### src/rtl/rdc_irq_collector.sv
// rdc_irq_collector: captures rising edges of the RDC interruption vector,
// scans pending bits round-robin and logs {core, event, watermark, timestamp}
// records into a FIFO drained through a valid/ready port.
module rdc_irq_collector #(
  parameter int DATA_WIDTH    = 32,
  parameter int WEIGHTS_WIDTH = 8,
  parameter int N_CORES       = 4,
  parameter int CORE_EVENTS   = 2,
  parameter int FIFO_DEPTH    = 8,
  localparam int CORE_W  = (N_CORES > 1) ? $clog2(N_CORES) : 1,
  localparam int EVENT_W = (CORE_EVENTS > 1) ? $clog2(CORE_EVENTS) : 1,
  localparam int CNT_W   = $clog2(FIFO_DEPTH) + 1
) (
  input  logic                     clk_i,
  input  logic                     rstn_i,
  input  logic                     enable_i,
  input  logic                     clear_i,
  input  logic [CORE_EVENTS-1:0]   interruption_vector_i [0:N_CORES-1],
  input  logic [WEIGHTS_WIDTH-1:0] watermark_i [0:N_CORES-1][0:CORE_EVENTS-1],
  output logic                     rec_valid_o,
  input  logic                     rec_ready_i,
  output logic [CORE_W-1:0]        rec_core_o,
  output logic [EVENT_W-1:0]       rec_event_o,
  output logic [WEIGHTS_WIDTH-1:0] rec_watermark_o,
  output logic [DATA_WIDTH-1:0]    rec_timestamp_o,
  output logic [CNT_W-1:0]         fifo_count_o,
  output logic                     overflow_o,
  output logic [DATA_WIDTH-1:0]    dropped_count_o,
  output logic                     irq_o
);

  localparam int N     = N_CORES * CORE_EVENTS;
  localparam int IDX_W = (N > 1) ? $clog2(N) : 1;
  localparam int PTR_W = $clog2(FIFO_DEPTH);

  logic [N-1:0]             vec_s;
  logic [N-1:0]             prev_r;
  logic [N-1:0]             rise_s;
  logic [N-1:0]             pend_r;
  logic [N-1:0]             sel_mask_s;
  logic [IDX_W-1:0]         rr_r;
  logic [IDX_W-1:0]         rr_next_s;
  logic [IDX_W-1:0]         sel_s;
  logic                     sel_found_s;
  logic [CORE_W-1:0]        sel_core_s;
  logic [EVENT_W-1:0]       sel_event_s;
  logic                     scan_s;
  logic                     pop_s;
  logic                     push_s;
  logic                     drop_s;

  logic [CORE_W-1:0]        core_mem_r  [0:FIFO_DEPTH-1];
  logic [EVENT_W-1:0]       event_mem_r [0:FIFO_DEPTH-1];
  logic [WEIGHTS_WIDTH-1:0] wm_mem_r    [0:FIFO_DEPTH-1];
  logic [DATA_WIDTH-1:0]    ts_mem_r    [0:FIFO_DEPTH-1];
  logic [PTR_W-1:0]         wr_ptr_r;
  logic [PTR_W-1:0]         rd_ptr_r;
  logic [CNT_W-1:0]         count_r;
  logic                     ovf_r;
  logic [DATA_WIDTH-1:0]    drop_cnt_r;
  logic [DATA_WIDTH-1:0]    ts_r;

  // Flatten the per-core vector into index core*CORE_EVENTS+event.
  for (genvar c = 0; c < N_CORES; c++) begin : g_core
    for (genvar e = 0; e < CORE_EVENTS; e++) begin : g_event
      assign vec_s[c*CORE_EVENTS+e] = interruption_vector_i[c][e];
    end
  end

  // Round-robin search for the first pending index at or after rr (wrapping).
  always_comb begin
    sel_s       = '0;
    sel_found_s = 1'b0;
    for (int k = 0; k < N; k++) begin
      int   idx;
      logic hit;
      idx         = int'(rr_r) + k;
      idx         = (idx >= N) ? (idx - N) : idx;
      hit         = pend_r[IDX_W'(idx)] & ~sel_found_s;
      sel_s       = hit ? IDX_W'(idx) : sel_s;
      sel_found_s = sel_found_s | hit;
    end
  end

  // Decode the selected index and derive the push/pop/drop decisions.
  always_comb begin
    sel_core_s  = CORE_W'(int'(sel_s) / CORE_EVENTS);
    sel_event_s = EVENT_W'(int'(sel_s) % CORE_EVENTS);
    rr_next_s   = ((int'(sel_s) + 1) >= N) ? '0 : IDX_W'(int'(sel_s) + 1);
    sel_mask_s  = N'(1) << sel_s;
    rise_s      = vec_s & ~prev_r & {N{enable_i}};
    scan_s      = enable_i & sel_found_s & ~clear_i;
    pop_s       = rec_valid_o & rec_ready_i & ~clear_i;
    push_s      = scan_s & ((count_r < CNT_W'(FIFO_DEPTH)) | pop_s);
    drop_s      = scan_s & ~push_s;
  end

  // prev follows the vector every cycle, including while disabled or clearing.
  always_ff @(posedge clk_i or negedge rstn_i) begin
    if (!rstn_i) begin
      prev_r <= '0;
    end else begin
      prev_r <= vec_s;
    end
  end

  // Pending set on rises, cleared when scanned; rr advances past each scan.
  always_ff @(posedge clk_i or negedge rstn_i) begin
    if (!rstn_i) begin
      pend_r <= '0;
      rr_r   <= '0;
    end else if (clear_i) begin
      pend_r <= '0;
      rr_r   <= '0;
    end else if (scan_s) begin
      pend_r <= (pend_r & ~sel_mask_s) | rise_s;
      rr_r   <= rr_next_s;
    end else begin
      pend_r <= pend_r | rise_s;
    end
  end

  // Record storage; contents are only visible through the masked head port.
  always_ff @(posedge clk_i) begin
    if (push_s) begin
      core_mem_r[wr_ptr_r]  <= sel_core_s;
      event_mem_r[wr_ptr_r] <= sel_event_s;
      wm_mem_r[wr_ptr_r]    <= watermark_i[sel_core_s][sel_event_s];
      ts_mem_r[wr_ptr_r]    <= ts_r;
    end
  end

  // FIFO pointers and occupancy; simultaneous push and pop keep count.
  always_ff @(posedge clk_i or negedge rstn_i) begin
    if (!rstn_i) begin
      wr_ptr_r <= '0;
      rd_ptr_r <= '0;
      count_r  <= '0;
    end else if (clear_i) begin
      wr_ptr_r <= '0;
      rd_ptr_r <= '0;
      count_r  <= '0;
    end else begin
      if (push_s) begin
        wr_ptr_r <= wr_ptr_r + PTR_W'(1);
      end
      if (pop_s) begin
        rd_ptr_r <= rd_ptr_r + PTR_W'(1);
      end
      case ({push_s, pop_s})
        2'b10:   count_r <= count_r + CNT_W'(1);
        2'b01:   count_r <= count_r - CNT_W'(1);
        default: count_r <= count_r;
      endcase
    end
  end

  // Sticky overflow, saturating drop counter and the gated timestamp.
  always_ff @(posedge clk_i or negedge rstn_i) begin
    if (!rstn_i) begin
      ovf_r      <= 1'b0;
      drop_cnt_r <= '0;
      ts_r       <= '0;
    end else if (clear_i) begin
      ovf_r      <= 1'b0;
      drop_cnt_r <= '0;
      ts_r       <= '0;
    end else begin
      if (drop_s) begin
        ovf_r <= 1'b1;
        if (drop_cnt_r != '1) begin
          drop_cnt_r <= drop_cnt_r + DATA_WIDTH'(1);
        end
      end
      if (enable_i) begin
        ts_r <= ts_r + DATA_WIDTH'(1);
      end
    end
  end

  assign rec_valid_o     = (count_r != '0);
  assign rec_core_o      = rec_valid_o ? core_mem_r[rd_ptr_r]  : '0;
  assign rec_event_o     = rec_valid_o ? event_mem_r[rd_ptr_r] : '0;
  assign rec_watermark_o = rec_valid_o ? wm_mem_r[rd_ptr_r]    : '0;
  assign rec_timestamp_o = rec_valid_o ? ts_mem_r[rd_ptr_r]    : '0;
  assign fifo_count_o    = count_r;
  assign overflow_o      = ovf_r;
  assign dropped_count_o = drop_cnt_r;
  assign irq_o           = rec_valid_o | ovf_r;

endmodule

### config.mk
export PLATFORM = sky130hd
export DESIGN_NAME = rdc_irq_collector
export DESIGN_NICKNAME = d
export VERILOG_FILES = /design/src/rtl/rdc_irq_collector.sv
export SDC_FILE = /design/constraint.sdc
export NUM_CORES = 1
export LEC_CHECK = 0
export BUFFER_PORTS_ARGS = -buffer_cell sky130_fd_sc_hd__buf_2
export CAP_MARGIN = 5
export CORE_MARGIN = 1
export CORE_UTILIZATION = 64
export CTS_CLUSTER_SIZE = 28
export DETAILED_ROUTE_END_ITERATION = 6
export PLACE_DENSITY = 0.89
export RECOVER_POWER = 25
export SLEW_MARGIN = 20
export SYNTH_ARGS = -nofsm -noshare
export SYNTH_HDL_FRONTEND = slang
export SYNTH_SLANG_ARGS = --single-unit
### constraint.sdc
create_clock -name clk_i -period 15.75 [get_ports clk_i]
set_input_delay 0.7875 -clock clk_i [delete_from_list [all_inputs] [get_ports clk_i]]
set_output_delay 0.7875 -clock clk_i [all_outputs]
set_load 0.01 [all_outputs]
Word level (Yosys, flattened, before mapping)
Memories as Yosys holds them, arrays and structs flattened. Cells that the tools add are included.

Memory bits (writable): 344. Input port bits: 77. Register bits: 94. Memories: 4.

Memories: ts_mem_r (depth 8, bits a word 32, read ports 1, clocked after Yosys merged registers in 0, write ports 1, line 55) `logic [DATA_WIDTH-1:0] ts_mem_r [0:FIFO_DEPTH-1];`; wm_mem_r (depth 8, bits a word 8, read ports 1, clocked after Yosys merged registers in 0, write ports 1, line 54) `logic [WEIGHTS_WIDTH-1:0] wm_mem_r [0:FIFO_DEPTH-1];`; core_mem_r (depth 8, bits a word 2, read ports 1, clocked after Yosys merged registers in 0, write ports 1, line 52) `logic [CORE_W-1:0] core_mem_r [0:FIFO_DEPTH-1];`; event_mem_r (depth 8, bits a word 1, read ports 1, clocked after Yosys merged registers in 0, write ports 1, line 53) `logic [EVENT_W-1:0] event_mem_r [0:FIFO_DEPTH-1];`.

Eq/ne operators: 3. $add $sub $neg: 22. Bitwise operators: 40. Shifts and indexed selects: 1. Muxes and demuxes: 70. Magnitude comparators: 20. Reduce and logical (&&, ||, !) cells: 9.

Operators with widths (count): 32-bit two-way mux (6); 3-bit two-way mux (23); 32-bit by 1-bit adder with 32-bit output (second input constant) (2); 8-bit two-way mux (6); 3-bit by 5-bit less-than comparator with 1-bit output (second input constant) (8); 16-bit binary-select mux with 2-bit select (1); 32-bit by 5-bit >= comparator with 1-bit output (second input constant) (1); 16-bit two-way mux (2); 32-bit != test (second input constant) (1); 4-bit >= comparator (second input constant) (7); 8-bit AND (3); 1-bit binary-select mux with 3-bit select (8); 3-bit by 1-bit subtractor with 3-bit output (second input constant) (8); 1-bit two-way mux (21); 3-bit by 3-bit adder with 4-bit output (second input constant) (4); 8-bit inverter (2); 8-bit OR (2); 1-bit AND (13); 2-bit nonzero test (6); 1-bit inverter (9); 1-bit OR (9); 3-bit by 1-bit adder with 4-bit output (second input constant) (2); 3-bit by 2-bit adder with 4-bit output (second input constant) (2); 4-bit one-hot mux with 2 select lines (1); other kinds (17) (18).

Depth between registers and ports, before layout
Gate-level depths: netlist of run 1.

Depth after elaboration: 33. Depth in mapped cells: 19. Mapped depth without buffers: 15.

Least setup slack after synthesis of run 1
No wires, ideal clock.

Path kind: reg2reg. Start: register rr_r[1]. End: memory core_mem_r[0][0] (netlist bit), enable pin. Data arrival time: 6.167 ns. Data required time: 15.253 ns. Buffers on the path: 4. Cell stages (with the launch flop): 15. Library setup time: 0.497 ns. Slack: 9.086 ns. Path through: dfrtp_1 -> clkbuf_1 -> buf_2 -> inv_1 -> ha_1 -> buf_6 -> buf_2 -> mux2i_1 -> mux2i_1 -> o221ai_1 -> and4_1 -> a21oi_1 -> o21ai_0 -> or3_1 -> nor3_1.

Word-level cells in the longest chain between the ends: 31. Elaborated cells on any way between the ends: 81.

RTL lines: start, declared (line 41) `logic [IDX_W-1:0] rr_r;`; start signal, assigned (line 117) `rr_r <= rr_next_s;`; 3-bit by 1-bit adder with 4-bit output, or another cell as far along (line 77) `idx = int'(rr_r) + k;`; 4-bit >= comparator, or another cell as far along (line 78) `idx = (idx >= N) ? (idx - N) : idx;`; 3-bit two-way mux / 1-bit binary-select mux with 3-bit select (equally long branches) (line 78, 79); 1-bit binary-select mux with 3-bit select / 1-bit two-way mux (equally long branches) (line 79) `hit = pend_r[IDX_W'(idx)] & ~sel_found_s;`; 1-bit two-way mux (implied by the code) (line 79); 1-bit two-way mux (implied by the code) / 1-bit inverter (equally long branches) (line 79); 1-bit AND (line 79); 1-bit OR (line 81) `sel_found_s = sel_found_s | hit;`; [... 14 more ...]; 1-bit OR (line 81); 1-bit inverter (line 79); 1-bit AND (line 79); 1-bit OR * (line 81); 1-bit AND * (2 in a row) (line 92) `scan_s = enable_i & sel_found_s & ~clear_i;`; 1-bit AND * (line 94) `push_s = scan_s & ((count_r < CNT_W'(FIFO_DEPTH)) | pop_s);`; 1-bit two-way mux * (line 125) `if (push_s) begin`; 1-bit two-way mux (implied by the code) * (line 126) `core_mem_r[wr_ptr_r] <= sel_core_s;`; end, declared (line 52).

Mark *: on every way between the ends. The rest lies on a longest branch, timed or not. The select of a mux whose other input is x is not followed.

Worst setup path in the final report of run 1
Start: register rr_r[0]. End: memory wm_mem_r[0][3], data pin.

Elaborated cells on any way between the ends: 91.

RTL lines: 3-bit by 1-bit adder with 4-bit output, or another cell as far along (line 77); 4-bit >= comparator, or another cell as far along (line 78); 3-bit two-way mux / 1-bit binary-select mux with 3-bit select (equally long branches) (line 78, 79); 1-bit binary-select mux with 3-bit select / 1-bit two-way mux (equally long branches) (line 79); 1-bit two-way mux (implied by the code) (line 79); 1-bit two-way mux (implied by the code) / 1-bit inverter (equally long branches) (line 79); 1-bit AND (line 79); 1-bit OR (line 81); [... 13 more ...]; 1-bit AND (line 79); 1-bit OR (line 81); 1-bit inverter (line 79); 1-bit AND (line 79); 3-bit two-way mux * (line 80) `sel_s = hit ? IDX_W'(idx) : sel_s;`; via sel_event_s (line 46) `logic [EVENT_W-1:0] sel_event_s;`; 1-bit inverter with 2-bit output (implied by the code) * (line 128) `wm_mem_r[wr_ptr_r] <= watermark_i[sel_core_s][sel_event_s];`; 8-bit two-way mux (implied by the code) * (3 in a row) (line 128); end, declared (line 54).

Mark *: on every way through the listed nets, which the timed path passes. The rest lies on a longest branch. The select of a mux whose other input is x is not followed.

==> impl_metrics.ini, run 1 <==
[run_status]
outcome = finished with violations
violations = max-capacitance violations, max-slew violations

[routing]
via_per_inst = 6.43
totalWireLength_mm = 42.0
dr.pass1.iters = 5
ant_nets = 0
vias = 11400
wl_per_cell_um = 23.7
drcViolationCount = 0
drt_iter0_drc = 1152

[timing]
setup_slack_ps = 9890
hold_viol_final = 0
tightest_slew_ps = 2090
post-route-min-period_ps = 5860
slew-limit-headroom = -0.396
drv_slew = 40
fin_setup_tns_ps = 0
max_freq_mhz = 171
skew_ps = 24.4
fin_crit_sh = 0.372
rsz0062_at_grt = no
setup_viol = 0

[setup_path]
crit-reg2reg-launch = rr_r[0]
reg2reg_depth = 10
critPathKind = reg -> reg
end_kind = flip-flop
startpoint = rr_r[0]
crit_fanout = 17
startpoint_type = flip-flop
r2r_setup_slack_ps = 9890
crit_end = wm_mem_r[0][3]
required_ps = 15960
arrival_ps = 6070
worst_r2r_endpoint = wm_mem_r[0][3]

[placed_design]
dpl.hpwl_mm = 24.7
dp.cells = 1696
pre_cts_slack_ps = 10040
place_congestion = 0.902
port_buffers = 158
place_area_um2 = 20300

[clock_tree]
cts_buffers = 42
cts_setup_buffers = 0
ctsHtreeMaxLevel = 2
cts_tree = built
ctsHoldBuffers = 0
cts_root_buf = clkbuf_16
post_cts_resized = 0
clock-sinks = 438
clockBufferDepth = 3
clk_transition_reported_paths_ps = 60
clk_latency_ps = 570

[synth]
synth_nets = 1291
postSynth.asyncResetShare = 0.215
synth-simple-area-share = 0.0692
ys_seq_area_frac = 0.662
synth_top_area_cell = edfxtp_1
synth_adder_area_share = 0.00915
yosys_register_bits = 438
synth.area.top_cells = edfxtp_1 54%, dfrtp_1 12%, mux4_2 12%, mux2i_1 3.9%, nor2_1 2.6%
synth.distinct_cells = 58
ys.warnings.count = 0
synth_edf_count = 344
synth.area.mux_share = 0.171
synth_compound_area_frac = 0.0365
synth.most_common_cell = edfxtp_1
syn_area_um2 = 19100
synth_ff_type = edfxtp_1
syn_avg_cell_area_um2 = 16.0
synthCells = 1200
synth_common_cells = 344 x edfxtp_1, 134 x nor2_1, 101 x mux4_2
synth_top_family_by_area = multiplexers
yosys.area_share.xor_xnor = 0.0293
synth_top_area_frac = 0.540

[die]
die_area_um2 = 30600
top_level_ports = 159
die_w_um = 175
die_height_um = 175
coreArea_um2 = 29100
rows = 62
initial_core_util = 0.658

[cells_and_area]
antenna_cells = 0
area_delta_synth_final_pct = 13.2
nNetsFinal = 1447
n_fill_cell = 1667
finalNonFillerCells = 1772
drive_gt1_frac = 0.262
stdcell_area_um2 = 21700

[global_route]
grt-ovfl-total = 0
grt_pass1_wl_mm = 65.7
grt_max_degree = 87
met3_usage = 0.0490
antenna_found_initial = 0
met2_usage = 0.475
top_usage_layer = met2
use_met1 = 0.377
track_usage = 0.283
first_global_vias = 11900

[power_and_ir_drop]
power_mw = 3.55
p_leak_nw = 7.81
power.density_nw_per_um2 = 164
peakVddDrop_mv = 0.122

[hold_path]
hp-class = in -> reg
min_path_cells = 1

[run]
max-cap-violations = 1
## logic make-up after synthesis
kind of cell               after synthesis
adders and majority gates               14
buffers and inverters                  100
muxes                                  197
DFF                                    438
AOI/OAI and AO/OA                      102
xor gates and xnor gates                64
and+or+nand+nor                        285
## area by class of cell
| type | count | area (um2) | area share |
|---|---|---|---|
| clock buffers | 54 | 1130 | 0.0519 |
| flip-flops and latches | 438 | 12700 | 0.585 |
| multi-input cells | 662 | 6090 | 0.281 |
| inverters | 34 | 128 | 0.00589 |
| well taps | 384 | 480 | 0.0222 |
| clock inverters | 22 | 229 | 0.0106 |
| repair buffers | 178 | 933 | 0.0430 |
## layout by cell type (no fill, tap or decap), types with 14 or more instances in the layout
cell,n
buf_2,149
xnor2_1,27
ha_1,14
dfrtp_1,91
inv_1,33
edfxtp_1,344
buf_4,19
o21ai_0,21
nand4_1,14
mux4_2,101
clkbuf_16,42
or3_1,15
a21oi_1,25
nand3_1,33
xor2_1,37
nand2_1,36
mux2i_1,74
clkbuf_1,18
nor2_1,128
## stage by stage
step	utilization	hold WS, ps
finish	0.745	362
global route	0.745	353
CTS	0.746	189
detailed placement	0.699	511
global placement	0.699	503
floorplan	-	481
## layer usage
metal  up-vias  routed length (um)
met5         -                   0
met1      5776               16300
li1       4959                   -
met2       572               21300
met3        86                3250
met4         0                1200
## where the power goes
| group | switching, mW | internal [mW] | total, mW |
|---|---|---|---|
| Clock | 0.428 | 0.561 | 0.989 |
| Sequential | 0.0739 | 1.43 | 1.50 |
| Combinational | 0.625 | 0.434 | 1.06 |
## worst min path at each step
stage	start	to	slack, ps
4_1_cts	rstn_i	prev_r[0]	190
2_1_floorplan	prev_r[0]	pend_r[0]	480
3_3_place_gp	prev_r[0]	pend_r[0]	500
5_1_grt	interruption_vector_i[7]	prev_r[1]	350
6_report	interruption_vector_i[6]	prev_r[0]	360
3_5_place_dp	prev_r[0]	pend_r[0]	510
## flip-flops by register name, indices dropped and copies added, names as in the netlist
register         flops
rd_ptr_r             3
ts_r                32
wr_ptr_r             3
rr_r                 3
dropped_count_o     32
pend_r               8
wm_mem_r            64
event_mem_r          8
overflow_o           1
prev_r               8
fifo_count_o         4
core_mem_r          16
ts_mem_r           256
## critical path, stage by stage, from the launching register on
cell      delay, ps
dfrtp_1         780
inv_2           260
ha_1            740
mux2_2          410
mux4_2          480
o32a_1          350
o41ai_2         470
a211oi_1        120
o21ai_2         580
nor2_1          350
a221oi_1        940
Power figures use the tool's default switching activity.
==> run 2, diff against run 1 <==
--- a/config.mk
+++ b/config.mk
@@ -8,10 +8,10 @@
 export BUFFER_PORTS_ARGS = -buffer_cell sky130_fd_sc_hd__buf_2
 export CAP_MARGIN = 5
 export CORE_MARGIN = 1
-export CORE_UTILIZATION = 64
+export CORE_UTILIZATION = 54
 export CTS_CLUSTER_SIZE = 28
 export DETAILED_ROUTE_END_ITERATION = 6
-export PLACE_DENSITY = 0.89
+export PLACE_DENSITY = 0.8
 export RECOVER_POWER = 25
 export SLEW_MARGIN = 20
 export SYNTH_ARGS = -nofsm -noshare
==> constraint.sdc (replaced) <==
create_clock -name clk_i -period 4.9 [get_ports clk_i]
set_input_delay 0.245 -clock clk_i [delete_from_list [all_inputs] [get_ports clk_i]]
set_output_delay 0.245 -clock clk_i [all_outputs]
set_load 0.01 [all_outputs]
==> impl_metrics.ini, run 2 (synthesized netlist as in run 1, its figures left out) <==
[clock_tree]
clock-sinks = 438
cts_buffers = 44
clockBufferDepth = 3
cts_root_buf = clkbuf_16
clk_latency_ps = 560
ctsHtreeMaxLevel = 2
clk_transition_reported_paths_ps = 60
cts_tree = built

[timing]
tightest_slew_ps = 1070
hold_viol_final = 0
max_freq_mhz = 225
rsz0062_at_grt = no
fin_setup_tns_ps = 0
fin_crit_sh = 0.906
skew_ps = 19.9
post-route-min-period_ps = 4440
slew-limit-headroom = 0.282
setup_viol = 0
drv_slew = 0

[power_and_ir_drop]
internal_power_mw = 8.11
p_leak_nw = 8.04
peakVddDrop_mv = 0.336
p_sw_frac = 0.317
pwr-share-seq = 0.402
switching_power_mw = 3.76
comb_power_share = 0.310
power.density_nw_per_um2 = 532
power.share.clock = 0.288

[global_route]
track_usage = 0.241
grt_pass1_wl_mm = 66.2
grt-ovfl-total = 0
grt_max_degree = 66
antenna_found_initial = 1
first_global_vias = 11800

[cells_and_area]
largest_reg_flops = 256
antenna_cells = 0
drive_gt1_frac = 0.279
final_common_cell = edfxtp_1
regMostFlops = ts_mem_r
final_cell_mix = 344 x edfxtp_1, 149 x buf_2, 128 x nor2_1, 101 x mux4_2, 91 x dfrtp_1
reg_top3 = ts_mem_r: 256 flops, wm_mem_r: 64 flops
area_delta_synth_final_pct = 16.6
multiInputGateArea_um2 = 6170
n_fill_cell = 2430
nNetsFinal = 1480
finalNonFillerCells = 1880
regArea_um2 = 12700

[setup_path]
required_ps = 5180
startpoint_type = flip-flop
arrival_ps = 4720
critPathKind = reg -> reg
end_kind = flip-flop
crit_fanout = 16

[die]
rows = 68
coreArea_um2 = 34700
top_level_ports = 159
die_w_um = 190
die_height_um = 190
die_area_um2 = 36200
initial_core_util = 0.552

[routing]
vias = 11300
wl_met1_mm = 16.8
via_per_inst = 6.00
drcViolationCount = 0
totalWireLength_mm = 42.7
dr.pass1.iters = 5
ant_nets = 0
wl_per_cell_um = 22.7
route.met2.wl_mm = 21.8
drt_iter0_drc = 1073
top_layer = met5
wl_met3_mm = 3.15

[run_status]
outcome = finished clean

[placed_design]
dpl.hpwl_mm = 25.3
port_buffers = 158
dp.cells = 1788
place_congestion = 0.836

[run]
max-cap-violations = 0

[hold_path]
hp-class = in -> reg
run 2: worst paths after layout:
check / endpoint / slack [ps] / cells after the start / from
setup / recovery: wm_mem_r[1][2] / 460 / 12 / rr_r[1]
hold / removal: fifo_count_o[3] / 70 / 2 / rec_ready_i
setup reg to reg: wm_mem_r[1][2] / 460 / 12 / rr_r[1]
hold reg to reg: pend_r[0] / 520 / 2 / prev_r[0]
max in group asynchronous: dropped_count_o[25] / 3590 / 3 / rstn_i
min in group asynchronous: dropped_count_o[22] / 370 / 2 / rstn_i
run 2: per-stage QoR:
step	power, mW	hold slack (ps)	setup WS, ps	utilization	instance area [um2]
finish	11.9	70.2	458	0.643	22300
global placement	8.31	371	129	0.596	20700
global route	12.4	44.8	202	0.643	22300
floorplan	7.28	-50.6	-611	-	19200
detailed placement	8.42	371	-59.2	0.596	20700
CTS	11.9	34.8	184	0.642	22300
run 2: cell type report:
class | instances | share of cell area
multi-input combinational | 663 | 0.276
tap | 455 | 0.0255
inverter | 34 | 0.00572
timing repair buffer | 208 | 0.0574
sequential | 438 | 0.568
clock buffer | 50 | 0.0513
clock inverter | 32 | 0.0155
run 2: power groups by stage:
stage                     registers, mW  clock network (mW)  logic [mW]
after global placement             4.84                   0        3.47
after floorplan                    4.72                   0        2.56
final                              4.78                3.42        3.68
after CTS                          4.78                3.47        3.62
after detailed placement           4.86                   0        3.56
after global routing               4.81                3.61        4.00
run 2: worst max-delay path, cell delays in order (launching register included):
cell and delay (ps):
dfrtp_1 350, inv_1 80, ha_1 480, mux2_2 390, mux4_2 480, o32a_1 340, o41ai_2 430, and2_1 350
o21ai_4 260, buf_4 280, mux2_2 220, o22ai_1 80, a221oi_2 430
run 2: layer usage:
metal | vias up | track usage
met5 | - | 0.0151
met4 | 4 | 0.0655
met3 | 70 | 0.0480
met2 | 410 | 0.410
met1 | 5770 | 0.314
li1 | 5028 | -
run 2: what timing repair did:
action                                  4_1_cts  5_1_grt
buffers inserted                              0        0
endpoints found under the setup margin       16       48
cloned                                        1        0
pin swaps                                     1        0
hold buffers                                  9        0
gates resized for setup                       0        8
hold endpoints to repair                     77        0
==> run 3, diff against run 2 <==
--- a/config.mk
+++ b/config.mk
@@ -5,6 +5,7 @@
 export SDC_FILE = /design/constraint.sdc
 export NUM_CORES = 1
 export LEC_CHECK = 0
+export ABC_AREA = 1
 export BUFFER_PORTS_ARGS = -buffer_cell sky130_fd_sc_hd__buf_2
 export CAP_MARGIN = 5
 export CORE_MARGIN = 1
==> impl_metrics.ini, run 3 <==
[setup_path]
required_ps = 5330
arrival_ps = 4670
critPathKind = reg -> reg
startpoint_type = flip-flop
end_kind = flip-flop
crit_fanout = 44

[routing]
drt_iter0_drc = 1526
via_per_inst = 5.86
ant_nets = 0
wl_per_cell_um = 18.7
dr.pass1.iters = 6
vias = 15100
totalWireLength_mm = 48.1
drcViolationCount = 0

[synth]
synthCells = 1938
ys.warnings.count = 0
synth-simple-area-share = 0.177
synth_adder_area_share = 0.00883
synth.area.top_cells = edfxtp_1 52%, dfrtp_1 12%, o21ai_0 6.4%, nor2_1 6.2%, nand2_1 5.1%
synth.distinct_cells = 43
synth_top_area_frac = 0.521
synth_top_family_by_area = simple AND/OR/NAND/NOR gates
synth_edf_count = 344
synth_top_area_cell = edfxtp_1
synth_ff_type = edfxtp_1
syn_avg_cell_area_um2 = 10.2
synth_common_cells = 344 x edfxtp_1, 330 x nor2_1, 270 x nand2_1
synth_nets = 2029
synth.area.mux_share = 0
synth.most_common_cell = edfxtp_1
syn_area_um2 = 19800
yosys.area_share.xor_xnor = 0.00972
synth_compound_area_frac = 0.117
yosys_register_bits = 438
ys_seq_area_frac = 0.640
postSynth.asyncResetShare = 0.215

[timing]
skew_ps = 16.8
fin_crit_sh = 0.864
tightest_slew_ps = 1040
rsz0062_at_grt = no
hold_viol_final = 0
max_freq_mhz = 236
post-route-min-period_ps = 4240
setup_viol = 0
slew-limit-headroom = 0.304
setup_slack_ps = 665
drv_slew = 0
fin_setup_tns_ps = 0

[clock_tree]
cts_tree = built
cts_setup_buffers = 0
clock-sinks = 438
cts_root_buf = clkbuf_16
clk_transition_reported_paths_ps = 60
post_cts_resized = 0
ctsHoldBuffers = 10
clockBufferDepth = 3
ctsHtreeMaxLevel = 2
clk_latency_ps = 570
cts_buffers = 44

[cells_and_area]
n_fill_cell = 2672
nNetsFinal = 2167
stdcell_area_um2 = 22600
final_cell_mix = 344 x edfxtp_1, 322 x nor2_1, 270 x nand2_1, 255 x o21ai_0, 149 x buf_2
regArea_um2 = 12700
area_delta_synth_final_pct = 14.2
final_common_cell = edfxtp_1
regMostFlops = ts_mem_r
reg_top3 = ts_mem_r: 256 flops, wm_mem_r: 64 flops
largest_reg_flops = 256
drive_gt1_frac = 0.133
multiInputGateArea_um2 = 6250

[die]
initial_core_util = 0.553
rows = 69
die_area_um2 = 37500
die_height_um = 194
top_level_ports = 159
coreArea_um2 = 35800
die_w_um = 194

[placed_design]
pre_cts_slack_ps = 746
port_buffers = 158
place_area_um2 = 21100
place_congestion = 0.901
dpl.hpwl_mm = 29.3

[global_route]
grt_pass1_wl_mm = 77.5
grt_max_degree = 91
grt-ovfl-total = 0
antenna_found_initial = 1
track_usage = 0.259
first_global_vias = 15100

[hold_path]
hp-class = in -> reg

[run]
max-cap-violations = 0

[run_status]
outcome = finished clean

[power_and_ir_drop]
p_leak_nw = 8.77
peakVddDrop_mv = 0.451
power.density_nw_per_um2 = 534
[run 3: cell count changes after synthesis, sizes merged, moves of 59 or more]
| cell | before | now |
|---|---|---|
| mux4 | 101 | 0 |
| o21ai | 24 | 273 |
| nand2 | 36 | 281 |
| mux2i | 74 | 0 |
| nor2 | 134 | 332 |
| inv | 34 | 126 |
| nand3 | 33 | 92 |
[run 3: per-layer routing]
layer / vias up / wire length, um / global-route usage
met2: 729 / 23200 / 0.431
met3: 111 / 4200 / 0.0517
li1: 7055 / - / -
met5: - / 0 / 0
met1: 7182 / 19400 / 0.339
met4: 0 / 1320 / 0.0939
[run 3: kinds of logic (layout without fill, tap and decap cells)]
group | Yosys count | after routing
simple gates | 806 | 806
flops | 438 | 438
compound gates | 425 | 425
buf+inv | 233 | 405
xor+xnor | 22 | 22
fa+ha+maj | 14 | 14
other cells | 0 | 2
[run 3: through the flow]
stage          instances  total power [mW]   util  hold WS [ps]
6_report            2573              12.1  0.632          90.4
2_1_floorplan       1938              7.70      -         -50.6
3_5_place_dp        2481              8.73  0.589           372
5_1_grt             2572              12.8  0.632           118
4_1_cts             2571              12.1  0.632          67.2
3_3_place_gp        2481              8.60  0.589           370
[run 3: area by class of cell]
| class | count | share of cell area |
|---|---|---|
| clock inverters | 25 | 0.0131 |
| clock buffers | 55 | 0.0514 |
| repair buffers | 195 | 0.0518 |
| inverters | 130 | 0.0217 |
| well taps | 461 | 0.0255 |
| diodes | 2 | 0.000221 |
| multi-input cells | 1267 | 0.276 |
| flip-flops and latches | 438 | 0.560 |
[run 3: path summary, 6_finish.rpt]
kind / cells after the start / slack (ps) / start / end
worst max-delay path: 18 / 660 / rr_r[1] / rr_r[2]
worst min-delay path: 3 / 90 / enable_i / ts_r[0]
worst max register to register: 18 / 660 / rr_r[1] / rr_r[2]
worst min register to register: 3 / 510 / prev_r[5] / pend_r[5]
max in group asynchronous: 3 / 3600 / rstn_i / ts_r[17]
min in group asynchronous: 2 / 360 / rstn_i / dropped_count_o[25]
[run 3: power by group]
| part | internal, mW | switching [mW] | total (mW) |
|---|---|---|---|
| clock network | 2.01 | 1.38 | 3.39 |
| registers | 4.80 | 0.0992 | 4.90 |
| logic | 1.06 | 2.75 | 3.81 |
[run 3: worst max-delay path, stage by stage, from the launching register on]
cell and delay [ps]:
dfrtp_1 500, clkinv_1 320, ha_1 470, inv_1 200, nand3_1 150, nand3_2 120
nand2_2 110, nor2_8 140, nand4_4 100, nor2_4 150, nand2_1 120, inv_1 90
nand2_1 60, nand2_2 480, nand2_8 330, ha_1 330, ha_1 280, nand3_1 80
o21ai_0 70
